<file path="src/rtl/fft_butterfly_if.sv">
// Operand/result bus of the radix-2 butterfly, plus the twiddle ROM lookup.
// The ROM is outside the block, so it gets its own modport.
interface fft_butterfly_if #(
  parameter int DATA_W = 16,
  parameter int TW_W   = 16,
  parameter int IDX_W  = 6
);
  logic                     in_valid;
  logic                     in_ready;
  logic signed [DATA_W-1:0] in_a_re, in_a_im;
  logic signed [DATA_W-1:0] in_b_re, in_b_im;
  logic        [IDX_W-1:0]  in_k;
  logic                     in_scale;

  logic        [IDX_W-1:0]  tw_idx;
  logic signed [TW_W-1:0]   tw_re, tw_im;

  logic                     out_valid;
  logic                     out_ready;
  logic signed [DATA_W-1:0] out_x_re, out_x_im;
  logic signed [DATA_W-1:0] out_y_re, out_y_im;
  logic                     sat_flag;
  logic                     clr_sat;

  // Upstream sequencer + downstream write-back side
  modport master (
    output in_valid, in_a_re, in_a_im, in_b_re, in_b_im, in_k, in_scale,
    output out_ready, clr_sat,
    input  in_ready, out_valid, out_x_re, out_x_im, out_y_re, out_y_im, sat_flag
  );

  // Twiddle ROM: combinational lookup
  modport rom (
    input  tw_idx,
    output tw_re, tw_im
  );

  // The butterfly itself
  modport slave (
    input  in_valid, in_a_re, in_a_im, in_b_re, in_b_im, in_k, in_scale,
    input  out_ready, clr_sat, tw_re, tw_im,
    output in_ready, tw_idx, out_valid, out_x_re, out_x_im, out_y_re, out_y_im,
    output sat_flag
  );
endinterface

</file>
<file path="src/rtl/fft_butterfly.sv">
// Radix-2 DIT butterfly: X = a + b*W, Y = a - b*W with Q2.14 twiddles.
// Three register stages (capture, complex multiply + round, add/scale/saturate)
// under a single global enable, so backpressure freezes the whole pipe.

// One output component: a +/- t, optional halving (round half-up), clamp.
module fft_bfly_lane #(
  parameter int DATA_W = 16,
  parameter int T_W    = 18
) (
  input  logic signed [DATA_W-1:0] a_i,
  input  logic signed [T_W-1:0]    t_i,
  input  logic                     sub_i,
  input  logic                     scale_i,
  output logic signed [DATA_W-1:0] s_o,
  output logic                     sat_o
);
  localparam int S_W = T_W + 1;
  localparam logic signed [S_W-1:0] S_MAX = S_W'(2**(DATA_W-1) - 1);
  localparam logic signed [S_W-1:0] S_MIN = ~S_MAX;
  localparam logic signed [S_W-1:0] ONE   = S_W'(1);

  logic signed [S_W-1:0] a_x, t_x, sum, scl;

  // Widen, add/sub, optional /2, then clamp to the output range
  always_comb begin
    a_x   = {{(S_W-DATA_W){a_i[DATA_W-1]}}, a_i};
    t_x   = {t_i[T_W-1], t_i};
    sum   = sub_i ? (a_x - t_x) : (a_x + t_x);
    scl   = scale_i ? ((sum + ONE) >>> 1) : sum;
    sat_o = 1'b0;
    s_o   = scl[DATA_W-1:0];
    if (scl > S_MAX) begin
      s_o   = S_MAX[DATA_W-1:0];
      sat_o = 1'b1;
    end else if (scl < S_MIN) begin
      s_o   = S_MIN[DATA_W-1:0];
      sat_o = 1'b1;
    end
  end
endmodule

module fft_butterfly #(
  parameter int DATA_W = 16,
  parameter int TW_W   = 16,
  parameter int IDX_W  = 6
) (
  input  logic            clk,
  input  logic            reset_n,
  fft_butterfly_if.slave  bus
);
  localparam int STAGES    = 3;
  localparam int FRAC      = 14;
  localparam int PROD_W    = DATA_W + TW_W;
  localparam int SUM_W     = PROD_W + 1;
  localparam int T_W       = DATA_W + 2;
  localparam int NUM_LANES = 4;   // x_re, x_im, y_re, y_im
  localparam logic signed [SUM_W-1:0] RND = SUM_W'(2**(FRAC-1));

  logic              en;
  logic [STAGES:1]   vld_pipe_q;

  // stage 1: captured operands and twiddle
  logic signed [DATA_W-1:0] a_re_q1, a_im_q1, b_re_q1, b_im_q1;
  logic signed [TW_W-1:0]   w_re_q1, w_im_q1;
  logic                     scale_q1;

  // stage 2: rounded product t = b*W and pass-through a
  logic signed [PROD_W-1:0] p_rr, p_ii, p_ri, p_ir;
  logic signed [SUM_W-1:0]  t_re_full, t_im_full, t_re_sh, t_im_sh;
  logic signed [T_W-1:0]    t_re_q2, t_im_q2;
  logic signed [DATA_W-1:0] a_re_q2, a_im_q2;
  logic                     scale_q2;

  // stage 3: per-lane results
  logic [NUM_LANES-1:0][DATA_W-1:0] a_l, s_l, out_q;
  logic [NUM_LANES-1:0][T_W-1:0]    t_l;
  logic [NUM_LANES-1:0]             sat_l;
  logic                             sat_set, sat_d, sat_q;

  // A stalled output freezes every stage; bubbles travel with the data
  assign en           = !vld_pipe_q[STAGES] || bus.out_ready;
  assign bus.in_ready = en;
  assign bus.tw_idx   = bus.in_k;
  assign bus.out_valid = vld_pipe_q[STAGES];

  // Valid shift register, advancing only when the pipe moves
  always_ff @(posedge clk or negedge reset_n) begin
    if (!reset_n)  vld_pipe_q <= '0;
    else if (en)   vld_pipe_q <= {vld_pipe_q[STAGES-1:1], bus.in_valid};
  end

  // Stage 1: capture operands and the ROM's same-cycle twiddle
  always_ff @(posedge clk or negedge reset_n) begin
    if (!reset_n) begin
      a_re_q1 <= '0; a_im_q1 <= '0; b_re_q1 <= '0; b_im_q1 <= '0;
      w_re_q1 <= '0; w_im_q1 <= '0; scale_q1 <= 1'b0;
    end else if (en) begin
      a_re_q1  <= bus.in_a_re;
      a_im_q1  <= bus.in_a_im;
      b_re_q1  <= bus.in_b_re;
      b_im_q1  <= bus.in_b_im;
      w_re_q1  <= bus.tw_re;
      w_im_q1  <= bus.tw_im;
      scale_q1 <= bus.in_scale;
    end
  end

  // Complex multiply at full width, then round-half-up back to integer scale
  assign p_rr = b_re_q1 * w_re_q1;
  assign p_ii = b_im_q1 * w_im_q1;
  assign p_ri = b_re_q1 * w_im_q1;
  assign p_ir = b_im_q1 * w_re_q1;

  assign t_re_full = $signed({p_rr[PROD_W-1], p_rr}) - $signed({p_ii[PROD_W-1], p_ii});
  assign t_im_full = $signed({p_ri[PROD_W-1], p_ri}) + $signed({p_ir[PROD_W-1], p_ir});
  assign t_re_sh   = (t_re_full + RND) >>> FRAC;
  assign t_im_sh   = (t_im_full + RND) >>> FRAC;

  // Stage 2: keep 18 bits of t; |b*W| cannot exceed that range
  always_ff @(posedge clk or negedge reset_n) begin
    if (!reset_n) begin
      t_re_q2 <= '0; t_im_q2 <= '0; a_re_q2 <= '0; a_im_q2 <= '0;
      scale_q2 <= 1'b0;
    end else if (en) begin
      t_re_q2  <= t_re_sh[T_W-1:0];
      t_im_q2  <= t_im_sh[T_W-1:0];
      a_re_q2  <= a_re_q1;
      a_im_q2  <= a_im_q1;
      scale_q2 <= scale_q1;
    end
  end

  // Lanes 0/1 add (X), lanes 2/3 subtract (Y)
  assign a_l = {a_im_q2, a_re_q2, a_im_q2, a_re_q2};
  assign t_l = {t_im_q2, t_re_q2, t_im_q2, t_re_q2};

  for (genvar i = 0; i < NUM_LANES; i++) begin : g_lane
    fft_bfly_lane #(.DATA_W(DATA_W), .T_W(T_W)) u_lane (
      .a_i     (a_l[i]),
      .t_i     (t_l[i]),
      .sub_i   (i >= 2),
      .scale_i (scale_q2),
      .s_o     (s_l[i]),
      .sat_o   (sat_l[i])
    );
  end

  // Stage 3: register results; held while downstream stalls
  always_ff @(posedge clk or negedge reset_n) begin
    if (!reset_n)  out_q <= '0;
    else if (en)   out_q <= s_l;
  end

  // Sticky saturation: a set in the same cycle as a clear takes priority
  assign sat_set = en && vld_pipe_q[STAGES-1] && (|sat_l);
  assign sat_d   = sat_set ? 1'b1 : (bus.clr_sat ? 1'b0 : sat_q);

  // Saturation flag register
  always_ff @(posedge clk or negedge reset_n) begin
    if (!reset_n)  sat_q <= 1'b0;
    else           sat_q <= sat_d;
  end

  assign bus.out_x_re = out_q[0];
  assign bus.out_x_im = out_q[1];
  assign bus.out_y_re = out_q[2];
  assign bus.out_y_im = out_q[3];
  assign bus.sat_flag = sat_q;
endmodule

</file>
<file path="src/flat_wrapper.sv">
// flat-port wrapper written by rule: the top's interface ports become plain ports
module fft_butterfly_flat 
#(
  parameter int DATA_W = 16,
  parameter int TW_W   = 16,
  parameter int IDX_W  = 6
)
  (clk, reset_n, bus_in_valid, bus_in_a_re, bus_in_a_im, bus_in_b_re, bus_in_b_im, bus_in_k, bus_in_scale, bus_out_ready, bus_clr_sat, bus_tw_re, bus_tw_im, bus_in_ready, bus_tw_idx, bus_out_valid, bus_out_x_re, bus_out_x_im, bus_out_y_re, bus_out_y_im, bus_sat_flag);
  fft_butterfly_if #(.DATA_W(DATA_W), .TW_W(TW_W), .IDX_W(IDX_W)) bus_i ();
  input  logic clk;
  input  logic reset_n;
  input wire logic [$bits(bus_i.in_valid)-1:0] bus_in_valid;
  input wire logic [$bits(bus_i.in_a_re)-1:0] bus_in_a_re;
  input wire logic [$bits(bus_i.in_a_im)-1:0] bus_in_a_im;
  input wire logic [$bits(bus_i.in_b_re)-1:0] bus_in_b_re;
  input wire logic [$bits(bus_i.in_b_im)-1:0] bus_in_b_im;
  input wire logic [$bits(bus_i.in_k)-1:0] bus_in_k;
  input wire logic [$bits(bus_i.in_scale)-1:0] bus_in_scale;
  input wire logic [$bits(bus_i.out_ready)-1:0] bus_out_ready;
  input wire logic [$bits(bus_i.clr_sat)-1:0] bus_clr_sat;
  input wire logic [$bits(bus_i.tw_re)-1:0] bus_tw_re;
  input wire logic [$bits(bus_i.tw_im)-1:0] bus_tw_im;
  output wire logic [$bits(bus_i.in_ready)-1:0] bus_in_ready;
  output wire logic [$bits(bus_i.tw_idx)-1:0] bus_tw_idx;
  output wire logic [$bits(bus_i.out_valid)-1:0] bus_out_valid;
  output wire logic [$bits(bus_i.out_x_re)-1:0] bus_out_x_re;
  output wire logic [$bits(bus_i.out_x_im)-1:0] bus_out_x_im;
  output wire logic [$bits(bus_i.out_y_re)-1:0] bus_out_y_re;
  output wire logic [$bits(bus_i.out_y_im)-1:0] bus_out_y_im;
  output wire logic [$bits(bus_i.sat_flag)-1:0] bus_sat_flag;
  assign bus_i.in_valid = bus_in_valid;
  assign bus_i.in_a_re = bus_in_a_re;
  assign bus_i.in_a_im = bus_in_a_im;
  assign bus_i.in_b_re = bus_in_b_re;
  assign bus_i.in_b_im = bus_in_b_im;
  assign bus_i.in_k = bus_in_k;
  assign bus_i.in_scale = bus_in_scale;
  assign bus_i.out_ready = bus_out_ready;
  assign bus_i.clr_sat = bus_clr_sat;
  assign bus_i.tw_re = bus_tw_re;
  assign bus_i.tw_im = bus_tw_im;
  assign bus_in_ready = bus_i.in_ready;
  assign bus_tw_idx = bus_i.tw_idx;
  assign bus_out_valid = bus_i.out_valid;
  assign bus_out_x_re = bus_i.out_x_re;
  assign bus_out_x_im = bus_i.out_x_im;
  assign bus_out_y_re = bus_i.out_y_re;
  assign bus_out_y_im = bus_i.out_y_im;
  assign bus_sat_flag = bus_i.sat_flag;
  fft_butterfly #(.DATA_W(DATA_W), .TW_W(TW_W), .IDX_W(IDX_W)) u_core (.clk(clk), .reset_n(reset_n), .bus(bus_i));
endmodule
</file>
<file path="config.mk">
export PLATFORM = sky130hd
export DESIGN_NAME = fft_butterfly_flat
export DESIGN_NICKNAME = d
export VERILOG_FILES = /design/src/rtl/fft_butterfly_if.sv /design/src/rtl/fft_butterfly.sv /design/src/flat_wrapper.sv
export SDC_FILE = /design/constraint.sdc
export NUM_CORES = 2
export LEC_CHECK = 0
export CORE_MARGIN = 2
export CORE_UTILIZATION = 60
export CTS_BUF_LIST = sky130_fd_sc_hd__clkbuf_8
export CTS_CLUSTER_DIAMETER = 200
export DETAILED_ROUTE_END_ITERATION = 7
export PLACE_DENSITY = 0.78
export SKIP_LAST_GASP = 1
export SLEW_MARGIN = 20
export SYNTH_ARGS = -nofsm -noshare
export SYNTH_HDL_FRONTEND = slang
export SYNTH_SLANG_ARGS = --single-unit
</file>
<file path="constraint.sdc">
create_clock -name clk -period 20.6 [get_ports clk]
set_clock_uncertainty 0.05 [all_clocks]
set_input_delay 4.12 -clock clk [delete_from_list [all_inputs] [get_ports clk]]
set_output_delay 4.12 -clock clk [all_outputs]
set_load 0.1 [all_outputs]
</file>
Yosys cells after proc, flatten, opt, wreduce, memory -nomap -nowiden --
Index checks and enable logic that the tools add are counted.
Word-level totals: logic and storage cells 70, register bits 234, bits in read-only memories 0, memories 0, RAM bits 0, bits in latches 0, bits of input ports 108
Cells by class: shift operators 0, multiplexer cells 22, div/mod/pow operators 0, $lt $le $gt $ge 8, $mul 4, equality and inequality tests 0, bitwise logic cells 0, reductions and logical operators 6, add/subtract/negate cells 12
Operators with widths (number):
- $mul 16x16->32 | 4
- $mux 16 | 8
- $add 19x2->19 const B | 4
- $gt 19x16->1 const B | 4
- $lt 19x16->1 const B | 4
- $mux 19 | 4
- $add 32x15->32 const B | 2
- $add 16x18->19 | 2
- $sub 16x18->19 | 2
- $add 32x32->32 | 1
- $sub 32x32->32 | 1
- $mux 1 | 10
- $reduce_or 4->1 | 1
- $logic_and 1x1->1 | 2
- $reduce_bool 2->1 | 1
- $logic_not 1->1 | 1
- $logic_or 1x1->1 | 1

Longest topological paths before layout --
depth in word-level cells 9, depth in mapped cells 31, depth with buffers taken out 30

By module --
Synthesis repeated with hierarchy kept, for this count alone.
Second synthesis, totals: cells, all modules 6424, area, all modules 56972.1 um2
Modules (own cells, without submodules):
- fft_butterfly | cells an instance 5132, seq. area each 5855.6 um2, times used 1, area each 47698.2 um2
- fft_bfly_lane | cells an instance 323, seq. area each 0.0 um2, times used 4, area each 2318.5 um2

Worst setup path before layout --
Ideal clock, no wire load.
kind input -> output, start point input bus_out_ready, end point output bus_in_ready, stages 5, arrival 5690 ps, setup slack 10740 ps, cells stage by stage nor2b_1 clkbuf_1 clkinv_1 clkbuf_1 clkbuf_1
Between the ends: word-level cells in the longest chain between the ends 1
Ends and longest elaborated chain:
- from (decl) | line flat_wrapper.sv:19 | input wire logic [$bits(bus_i.out_ready)-1:0] bus_out_ready;
- $logic_or 1x1->1 | line fft_butterfly.sv:81 | assign en = !vld_pipe_q[STAGES] || bus.out_ready;
- to (decl) | line flat_wrapper.sv:23 | output wire logic [$bits(bus_i.in_ready)-1:0] bus_in_ready;
No other way between the ends.

Final worst setup path --
Same ends and word-level chain as after synthesis.

==> impl_metrics.ini <==
[sta]
max_slew_margin_pct = 26.3
drv_slew = 0
timing.final.hold_violations = 0
tightestPinTransition_ns = 1.09
fin_crit_ns = 11.13
fmax_mhz = 89.9
fin_crit_sh_pct = 54.0
rsz0062_at_grt = false
tns_ns = 0
setup_viol = 0

[final_layout]
final-seq-area_um2 = 5860
syn_to_final_growth_pct = 6.48
multi_input_area_um2 = 42600
nets = 7729
nFillCells = 7335
layout-drive-gt1-share_pct = 3.64

[grt]
grt_pass1_wl_mm = 224
grt_usage_pct = 30.2
antenna_found_initial = 4
grt-ovfl-total = 0
grt_start_max_net_pins = 188
grt_pass1_vias = 43993

[critical_path]
critPathRequiredTime_ns = 16.43
cpMaxStageDelayCell = clkdlybuf4s50_1
critPathMaxStageDelay_ns = 1.09
crit_type = primary input to output pin
critPathCaptureType = output pin
critPathLaunchType = primary input
r2r_start = u_core.w_im_q1[15]$_DFFE_PN0N_
regToRegSetupSlack_ns = 11.33
cp_max_fo = 187
crit_path_cell_trace = clkdlybuf4s50_1, nor2b_4, buf_12, inv_8, clkdlybuf4s50_1
crit_path_frequent_cell = clkdlybuf4s50_1
critPathArrivalTime_ns = 6.96
cp-startpoint = bus_out_ready

[drt]
drtIter0Drc = 2673
avgViaCountPerCell = 5.58
routedWlPerCell_um = 18.6
drt-total-wl_mm = 136
antenna_left = 0
vias = 40800
drc = 0
drt_pass1_iterations = 5

[floorplan]
rows = 110
die_w_um = 306
ios = 181
die_y_um = 306
start_util_pct = 60.7
die_area_um2 = 93700
fp.coreArea_um2 = 90100

[synthesis]
synthFlopType = dfrtp_1
synth.area.top_cells = fa_1, dfrtp_1, inv_1
synth_cell_types = 109
yosysWarnings = 0
synth_area_um2 = 54700
synth_nets = 7745
synth.largest_area_cell = fa_1
ys_seq_elements = 234
synth_top_area_share_pct = 42.2
synth_seq_area_share_pct = 10.7
synth_common_cells = inv_1, fa_1, nand2_1
yosysMostFrequentCell = inv_1
synth-edff-count = 0
synthArstFlopShare_pct = 100
avgSynthCellArea_um2 = 8.96
syn_inst = 6111

[cts]
htreeDepth = 2
clk_latency_ns = 0.74
cts_buffers = 47
clockBufferDepth = 3
cts_root_buf = clkbuf_8
ctsHoldBuffers = 0
cts_resized = 0
post_cts_buffers = 0
clock-sinks = 234
path_clk_slew_ns = 0.06
cts_tree = built

[hold_path]
hp-class = flip-flop to flip-flop
worstHoldStart = u_core.a_im_q1[15]$_DFFE_PN0N_

[status]
outcome = complete, no violations

[placement]
port-buffer-count = 168
dp_hpwl_mm = 107
gp_congestion = 0.893

[flow_run]
maxCapViolCount = 0
path summary, 6_finish.rpt:
| kind | end | cells after the start |
|---|---|---|
| worst max-delay path | bus_in_ready | 5 |
| worst min-delay path | u_core.a_im_q1[15]$_DFFE_PN0N_ | 2 |
| worst max register to register | u_core.t_im_q2[17]$_DFFE_PN0N_ | 25 |
| worst min register to register | u_core.a_im_q1[15]$_DFFE_PN0N_ | 2 |
| max in group asynchronous | u_core.scale_q2$_DFFE_PN0N_ | 3 |
| min in group asynchronous | u_core.t_re_q2[5]$_DFFE_PN0N_ | 1 |
critical path: cells and delay by family:
family	cells	cell delay, ns
buffers and inverters	4	2.53
AND/OR/NAND/NOR	1	0.14
routing by layer:
layer | wire [um] | up-vias | global-route usage, %
met5 | 31 | - | 0
met4 | 4450 | 4 | 10.5
met3 | 9560 | 315 | 4.76
met2 | 67800 | 1367 | 52.8
met1 | 54300 | 20816 | 38.5
li1 | - | 18298 | -
final cells by class:
cell class                      instances  area share, %
Sequential cell                       234           10.1
Multi-Input combinational cell       4220           73.0
Clock inverter                         32          0.532
Inverter                             1352           8.72
Clock buffer                           54           1.28
Timing Repair Buffer                  240           3.84
Antenna cell                            5         0.0215
Tap cell                             1176           2.52
metrics by stage:
step           utilization (%)  hold WS, ns  worst slack, ns  std cells  cell area (um2)
4_1_cts                   64.6        0.421             9.54       7308            58300
3_3_place_gp              63.5        0.401             9.52       7222            57200
2_1_floorplan                -        0.389            10.74       6111            54700
3_5_place_dp              63.5        0.405             9.55       7222            57200
6_report                  64.7        0.414             9.47       7313            58300
5_1_grt                   64.6        0.437             9.37       7308            58300
layout by cell type, fill, tap and decap left out, types with 11 or more instances in the layout:
cell type        synthesis  layout
nor2b_1                 43      42
clkbuf_8                 0      54
clkdlybuf4s50_1          0     167
or3_1                   27      27
nand3_1                 46      46
xnor2_1                107     107
and3_1                  11      11
a21oi_2                 11      11
a211oi_1                19      19
inv_1                 1347    1358
nor3b_1                 11      11
dfrtp_1                234     232
xor2_1                  35      35
o21a_1                  25      25
a211o_1                 16      16
nand2_1                987     987
a21o_1                  33      33
nand2b_1                55      55
o31ai_1                 15      15
fa_1                  1153    1153
nor4_1                  13      13
o21ai_0                 79      79
ha_1                   373     373
nor3_1                  42      42
o211ai_1                25      25
mux2i_1                 12      12
and2_1                 471     471
nand4_1                 22      22
buf_4                   17      71
a31oi_1                 33      33
nor2_1                 196     196
a21oi_1                155     155
cells by family after synthesis:
logic type / Yosys count / synth area share [%]
AOI/OAI and AO/OA: 560 / 7.25
xor gates and xnor gates: 142 / 2.27
adders and majority gates: 1526 / 50.7
buffers and inverters: 1657 / 11.6
DFF: 234 / 10.7
muxes: 13 / 0.240
and+or+nand+nor: 1979 / 17.3
state kept, by name (all words and copies together) (netlist names):
signal / cells
u_core.bus.out_y_im: 16
u_core.bus.out_x_im: 16
u_core.a_re_q1: 16
u_core.vld_pipe_q: 3
u_core.bus.out_x_re: 16
u_core.scale_q1: 1
u_core.w_re_q1: 16
u_core.b_im_q1: 16
u_core.bus.out_y_re: 16
u_core.a_im_q1: 16
u_core.bus.sat_flag: 1
u_core.b_re_q1: 16
u_core.scale_q2: 1
u_core.t_re_q2: 18
u_core.a_re_q2: 16
u_core.w_im_q1: 16
u_core.t_im_q2: 18
u_core.a_im_q2: 16
Power is not shown: default switching activity piles up to over one toggle a cycle in this logic, so the estimate is an artifact.
